===== config.mk =====
export PLATFORM = sky130hd
export DESIGN_NAME = character_jump_ctrl
export DESIGN_NICKNAME = d
export VERILOG_FILES = /design/src/rtl/character_jump_ctrl_pkg.sv /design/src/rtl/character_jump_ctrl_draw_rect.sv /design/src/rtl/character_jump_ctrl.sv
export SDC_FILE = /design/constraint.sdc
export NUM_CORES = 1
export LEC_CHECK = 0
export ABC_AREA = 1
export CAP_MARGIN = 20
export CORE_MARGIN = 3
export CORE_UTILIZATION = 30
export DETAILED_ROUTE_END_ITERATION = 16
export RECOVER_POWER = 50
export SYNTH_ARGS = -nofsm -noshare
export SYNTH_HDL_FRONTEND = slang
export SYNTH_SLANG_ARGS = --single-unit

===== constraint.sdc =====
create_clock -name clk -period 4.54 [get_ports clk]
set_input_delay 1.362 -clock clk [delete_from_list [all_inputs] [get_ports clk]]
set_output_delay 1.362 -clock clk [all_outputs]
set_load 0.05 [all_outputs]

===== src/rtl/character_jump_ctrl_pkg.sv =====
// Shared types and constants for the character jump controller and its draw stage.
package character_jump_ctrl_pkg;

  typedef enum logic [1:0] {
    S_IDLE = 2'b00,
    S_AIR  = 2'b01,
    S_LAND = 2'b10
  } state_e;

  localparam int GAME_WIDTH_PX  = 800;
  localparam int GAME_HEIGHT_PX = 600;

  typedef struct packed {
    logic [10:0] hcount;
    logic        hsync;
    logic        hblnk;
    logic [10:0] vcount;
    logic        vsync;
    logic        vblnk;
    logic [11:0] rgb;
  } vga_bus_t;

  localparam int VGA_BUS_SIZE = $bits(vga_bus_t);

endpackage


===== src/rtl/character_jump_ctrl_draw_rect.sv =====
// One-stage VGA bus stage that overlays a solid rectangle at (x_i, y_i) when en_i is high.
module character_jump_ctrl_draw_rect
  import character_jump_ctrl_pkg::*;
#(
  parameter logic [11:0] COLOR  = 12'hFF0,
  parameter int          WIDTH  = 40,
  parameter int          HEIGHT = 60
) (
  input  logic                    clk,
  input  logic                    rst,
  input  logic                    en_i,
  input  logic [9:0]              x_i,
  input  logic [9:0]              y_i,
  input  logic [VGA_BUS_SIZE-1:0] bus_i,
  output logic [VGA_BUS_SIZE-1:0] bus_o
);

  localparam logic [11:0] W = 12'(WIDTH);
  localparam logic [11:0] H = 12'(HEIGHT);

  vga_bus_t bus_in;
  vga_bus_t bus_d;
  vga_bus_t bus_q;
  logic     in_rect;

  assign bus_in = vga_bus_t'(bus_i);

  always_comb begin
    in_rect = ({1'b0, bus_in.hcount} >= {2'b00, x_i}) &&
              ({1'b0, bus_in.hcount} <  ({2'b00, x_i} + W)) &&
              ({1'b0, bus_in.vcount} >= {2'b00, y_i}) &&
              ({1'b0, bus_in.vcount} <  ({2'b00, y_i} + H));
    bus_d = bus_in;
    if (en_i && in_rect) bus_d.rgb = COLOR;
  end

  always_ff @(posedge clk) begin
    if (rst) bus_q <= '0;
    else     bus_q <= bus_d;
  end

  assign bus_o = bus_q;

endmodule


===== src/rtl/character_jump_ctrl.sv =====
// Ballistic left/right jump controller with clamped x and a rectangle draw stage.
// Optional macro JUMP_QUEUE_EN holds one pending request captured while airborne/landing.
module character_jump_ctrl
  import character_jump_ctrl_pkg::*;
#(
  parameter logic [11:0] CHAR_COLOR  = 12'hFF0,
  parameter int          CHAR_WIDTH  = 40,
  parameter int          CHAR_HEIGHT = 60,
  parameter int          GAME_WIDTH  = GAME_WIDTH_PX,
  parameter int          BASE_Y      = 450,
  parameter int          JUMP_V0     = 8,
  parameter int          GRAVITY     = 1,
  parameter int          JUMP_DX     = 5,
  parameter int          TICK_DIV    = 5
) (
  input  logic                    clk,
  input  logic                    rst,
  input  logic                    module_en,
  input  logic                    jump_left,
  input  logic                    jump_right,
  input  logic                    one_ms_tick,
  output logic                    landed,
  output logic                    airborne,
  output logic [9:0]              char_x,
  output logic [9:0]              char_y,
  input  logic [VGA_BUS_SIZE-1:0] vga_bus_in,
  output logic [VGA_BUS_SIZE-1:0] vga_bus_out
);

  localparam logic [9:0] X_MAX   = 10'(GAME_WIDTH - CHAR_WIDTH);
  localparam logic [9:0] X_RST   = 10'(GAME_WIDTH / 2 - CHAR_WIDTH / 2 - 1);
  localparam logic [9:0] Y_BASE  = 10'(BASE_Y);
  localparam logic [9:0] DX      = 10'(JUMP_DX);
  localparam logic [5:0] V0      = 6'(JUMP_V0);
  localparam logic [5:0] GRAV    = 6'(GRAVITY);
  localparam logic [5:0] VY_END  = 6'(-JUMP_V0);
  localparam logic [7:0] TDIV_M1 = 8'(TICK_DIV - 1);

  state_e     state_q, state_d;
  logic [9:0] x_q, x_d, y_q, y_d;
  logic [5:0] vy_q, vy_d;
  logic [7:0] tick_q, tick_d;
  logic       left_q, left_d;
  logic       single_req;
  logic [10:0] x_sum;
  logic [9:0] x_right, x_left;
`ifdef JUMP_QUEUE_EN
  logic       pend_valid_q, pend_valid_d;
  logic       pend_left_q, pend_left_d;
`endif

  assign single_req = jump_left ^ jump_right;
  assign x_sum      = {1'b0, x_q} + {1'b0, DX};
  assign x_right    = (x_sum > {1'b0, X_MAX}) ? X_MAX : x_sum[9:0];
  assign x_left     = (x_q < DX) ? '0 : (x_q - DX);

  always_comb begin
    state_d = state_q;
    x_d     = x_q;
    y_d     = y_q;
    vy_d    = vy_q;
    tick_d  = tick_q;
    left_d  = left_q;
`ifdef JUMP_QUEUE_EN
    pend_valid_d = pend_valid_q;
    pend_left_d  = pend_left_q;
    if ((state_q == S_AIR || state_q == S_LAND) && single_req && !pend_valid_q) begin
      pend_valid_d = 1'b1;
      pend_left_d  = jump_left;
    end
`endif
    case (state_q)
      S_IDLE: begin
        if (!module_en) begin
          x_d = X_RST;
`ifdef JUMP_QUEUE_EN
        end else if (pend_valid_q) begin
          left_d       = pend_left_q;
          vy_d         = V0;
          tick_d       = '0;
          state_d      = S_AIR;
          pend_valid_d = 1'b0;
`endif
        end else if (single_req) begin
          left_d  = jump_left;
          vy_d    = V0;
          tick_d  = '0;
          state_d = S_AIR;
        end
      end
      S_AIR: begin
        if (one_ms_tick) begin
          if (tick_q == TDIV_M1) begin
            tick_d = '0;
            // vy is two's complement with positive = up, so subtracting it moves y upward
            y_d    = y_q - {{4{vy_q[5]}}, vy_q};
            x_d    = left_q ? x_left : x_right;
            if (vy_q == VY_END) begin
              y_d     = Y_BASE;
              vy_d    = '0;
              state_d = S_LAND;
            end else begin
              vy_d = vy_q - GRAV;
            end
          end else begin
            tick_d = tick_q + 8'd1;
          end
        end
      end
      S_LAND:  state_d = S_IDLE;
      default: state_d = S_IDLE;
    endcase
  end

  always_ff @(posedge clk) begin
    if (rst) begin
      state_q <= S_IDLE;
      x_q     <= X_RST;
      y_q     <= Y_BASE;
      vy_q    <= '0;
      tick_q  <= '0;
      left_q  <= 1'b0;
    end else begin
      state_q <= state_d;
      x_q     <= x_d;
      y_q     <= y_d;
      vy_q    <= vy_d;
      tick_q  <= tick_d;
      left_q  <= left_d;
    end
  end

`ifdef JUMP_QUEUE_EN
  always_ff @(posedge clk) begin
    if (rst) begin
      pend_valid_q <= 1'b0;
      pend_left_q  <= 1'b0;
    end else begin
      pend_valid_q <= pend_valid_d;
      pend_left_q  <= pend_left_d;
    end
  end
`endif

  assign landed   = (state_q == S_LAND);
  assign airborne = (state_q == S_AIR);
  assign char_x   = x_q;
  assign char_y   = y_q;

  character_jump_ctrl_draw_rect #(
    .COLOR  (CHAR_COLOR),
    .WIDTH  (CHAR_WIDTH),
    .HEIGHT (CHAR_HEIGHT)
  ) u_draw (
    .clk   (clk),
    .rst   (rst),
    .en_i  (module_en),
    .x_i   (x_q),
    .y_i   (y_q),
    .bus_i (vga_bus_in),
    .bus_o (vga_bus_out)
  );

endmodule

==> impl_results.md <==
- Outcome: finished with violations
- Failing checks: capacitance limit, slew limit
- CTS tree: built
- Setup clock skew after layout: roughly 7.5 ps
- Initial antenna violation count: 1
- Routed WL: between 10,000 and 15,000 um
- Syn Std Cell Area: between 0.004 and 0.005 mm^2
- Crit path buf inv count: 2
- Largest family of logic cells by synthesized area: simple AND/OR/NAND/NOR gates
- Crit path DAT: around 3700 ps
- Hold Crit Start: tick_q[0]
- Vias per cell: about 4.6
- Crit path capture: vy_q[1]
- Starting Density: 0.309
- H-tree lvl count: 3
- Tot Pwr: about 2 mW
- Die H: roughly 130 um
- Post-synth EDFFs: 0
- Area of the core: around 0.016 mm^2
- Minimum clock period after layout: 3500 ps
- Slew of the pin with the lowest slew margin: 2280 ps
- Cell count after synthesis: between 700 and 800
- Avg Synthesized Cell Area: roughly 7 um^2
- WL/cell: roughly 13 um
- Total setup buffers inserted after CTS: 0
- Clock latency on the worst-skew pair: 340 ps
- R2R Path End: u_draw.bus_o[0]
- RSZ-0062 raised after global routing: no
- Via count: approximately 4,800
- Top cell type's share of synthesized area: 0.304
- Cell depth of the worst flop-to-flop path: 16
- Crit Path Category: primary input to register
- Critical Path Start Type: primary input
- Antenna Nets Post-Route: 0
- Pin count of the biggest net entering global routing: a little under 50
- Layout cell share with drive strength beyond 1: 0.0616
- Top_reg_cell synth: dfxtp_1
- CP endpoint kind: register
- DRT iter0 DRCs: around 260
- Synth Area in XOR/XNOR: 0.0336
- DRT Pass-1 Iters: 5
- Maximum fanout along the worst path: 9
- Setup_tns: 0 ps
- Num CTS Buffers: 9
- Max IR drop VDD: 0.188 mV
- First-pass GRT wire length: approximately 22,000 um
- Worst path slowest cell: o21ai_0
- FF-to-FF setup slack: around 1500 ps
- Adder-Cell Fraction of Synth Area: 0.143
- FFs w/ async S/R, synth: 0
- I/O pin total: around 100
- Die width: roughly 130 um
- Global route overflow: 0
- Pins Over Slew Limit: 49
- Hold Buf Count CTS: 0
- Nets: a little over 900
- Final HPWL DP: 10,300 um
- Syn nets: 803
- Root Driver: clkbuf_16
- Yosys warning total: 0
- Num rows: 46
- Required time of the critical path: 4740 ps
- Power Dens Cells: between 300 and 400 mW/mm^2
- Gpl congestion: approximately 0.9
- Max-cap violations: 1
- Synth cell types: 50
- CTS sink cnt: 75
- Relative slew slack: -0.520
- Compound-gate portion of the synthesized area: 0.137
- Fin crit share: 0.772
- Clk pin slew, worst setup/hold paths: roughly 60 ps
- Area Overhead vs Synth: 31.4%
- Drt drc: 0
- Max frequency: 0.285 GHz
- Critical Path Source: one_ms_tick
- Fill cell count: 1,716
- Vias in the first global route: between 4,000 and 5,000
- Critical path depth: 6
- Post-synth top area cell: dfxtp_1
- Seq/Total Area, Yosys: 0.304
- Post_cts resized: 0
- Fin util: 0.406
- Slowest stage delay, CP: 970 ps
- Clock tree buffer depth: 2
- Post-Synth Simple-Gate Area: 0.278
- Most frequent cells in the layout: nand2_1 (135), inv_1 (108), clkdlybuf4s50_1 (84)
- PortBufs: ~100
- Delay-heaviest family, CP: compound AO/OA/AOI/OAI gates
- Min-Delay Path Class: register to register
- RR Startpoint: char_x[3]
- CP Cell Sequence: dlygate4sd3_1, inv_1, o21ai_0, o21ai_4, nand2_1, a221oi_1
- Die area: 0.0181 mm^2
- Total track usage: 0.151
- Most common cell after layout, fill and taps aside: nand2_1
- Post-synthesis mux area share: 0
- Top cells by area, synth: dfxtp_1 (30%), ha_1 (14%), nand2_1 (10%)
- Final hold vios: 0
- Count of final setup violators: 0
- Leakage power: between 3 and 4 nW
- Synthesized flop and latch total: 75
[layout make-up]
class                           instances  area (um^2)  share of cell area
Multi-Input combinational cell        494         2910               0.447
Sequential cell                        75         1500               0.231
Timing Repair Buffer                  105         1040               0.159
Inverter                              122          462              0.0711
Tap cell                              216          270              0.0416
Clock buffer                           10          229              0.0352
Clock inverter                          6         90.1              0.0139
Antenna cell                            1         2.50            0.000385
[Yosys cell counts (all sizes together) (2+ instances only)]
master	instances
a211oi	2
a21o	3
a21oi	58
a31oi	4
buf	8
clkbuf	4
clkinv	2
dfxtp	75
ha	55
inv	120
nand2	138
nand3	37
nand3b	4
nand4	19
nor2	78
nor3	19
nor3b	3
o211ai	2
o21a	2
o21ai	32
o21bai	4
o22ai	2
or2	4
xnor2	3
xor2	16
[worst min path at each step]
stage	slack [ps]	depth (start not counted)	endpoint
after CTS	490	2	tick_q[0]
after global routing	520	2	tick_q[0]
final	490	2	tick_q[0]
after floorplan	460	2	tick_q[0]
after global placement	470	2	tick_q[0]
after detailed placement	480	2	tick_q[0]
[cells by family (layout without fill, tap and decap cells)]
group / Yosys count / after routing
AND/OR/NAND/NOR: 304 / 304
buffers and inverters: 134 / 243
AO/OA/AOI/OAI: 115 / 115
flip-flops: 75 / 75
adder cells (fa/ha/maj): 56 / 56
XOR/XNOR: 19 / 19
other: 0 / 1
[through the flow]
stage | worst slack [ps] | instances | hold slack, ps | instance area (um^2)
after floorplan | 1730 | 703 | 457 | 4950
after global placement | 1120 | 1012 | 474 | 6200
after detailed placement | 1110 | 1012 | 482 | 6200
after CTS | 1300 | 1028 | 492 | 6520
after global routing | 801 | 1029 | 524 | 6500
final | 1040 | 1029 | 488 | 6500
[sequential cells by signal (all words and copies together) (netlist names)]
register	count
u_draw.bus_o	38
char_x	10
char_y	10
tick_q	8
vy_q	6
state_q	2
left_q	1
[worst reg2reg max path: stages, from the launching register on]
cell and delay [ps]:
dfxtp_1 580, ha_1 310, inv_1 90, a21oi_1 230, nand2_1 90, xor2_1 160
ha_1 300, nand2_1 60, inv_1 30, o21ai_0 140, nand3b_1 100, nor2_1 90
nand2_1 70, nor2_1 120, nand3_2 230, nand2_1 210, nor2_1 60
[report_power, final]
part           leakage [nW]  internal [mW]  switching [mW]
combinational          2.26          0.195           0.331
sequential            0.618          0.693          0.0307
clock                 0.153          0.482           0.296
total                  3.03           1.37           0.658
[per-layer routing]
layer  global-route usage  part of all wire
met5                    0                 0
met4               0.0520             0.016
met3               0.0420             0.071
met2                0.229              0.42
met1                0.205              0.50
No activity file was read; power rests on OpenSTA's default activity.
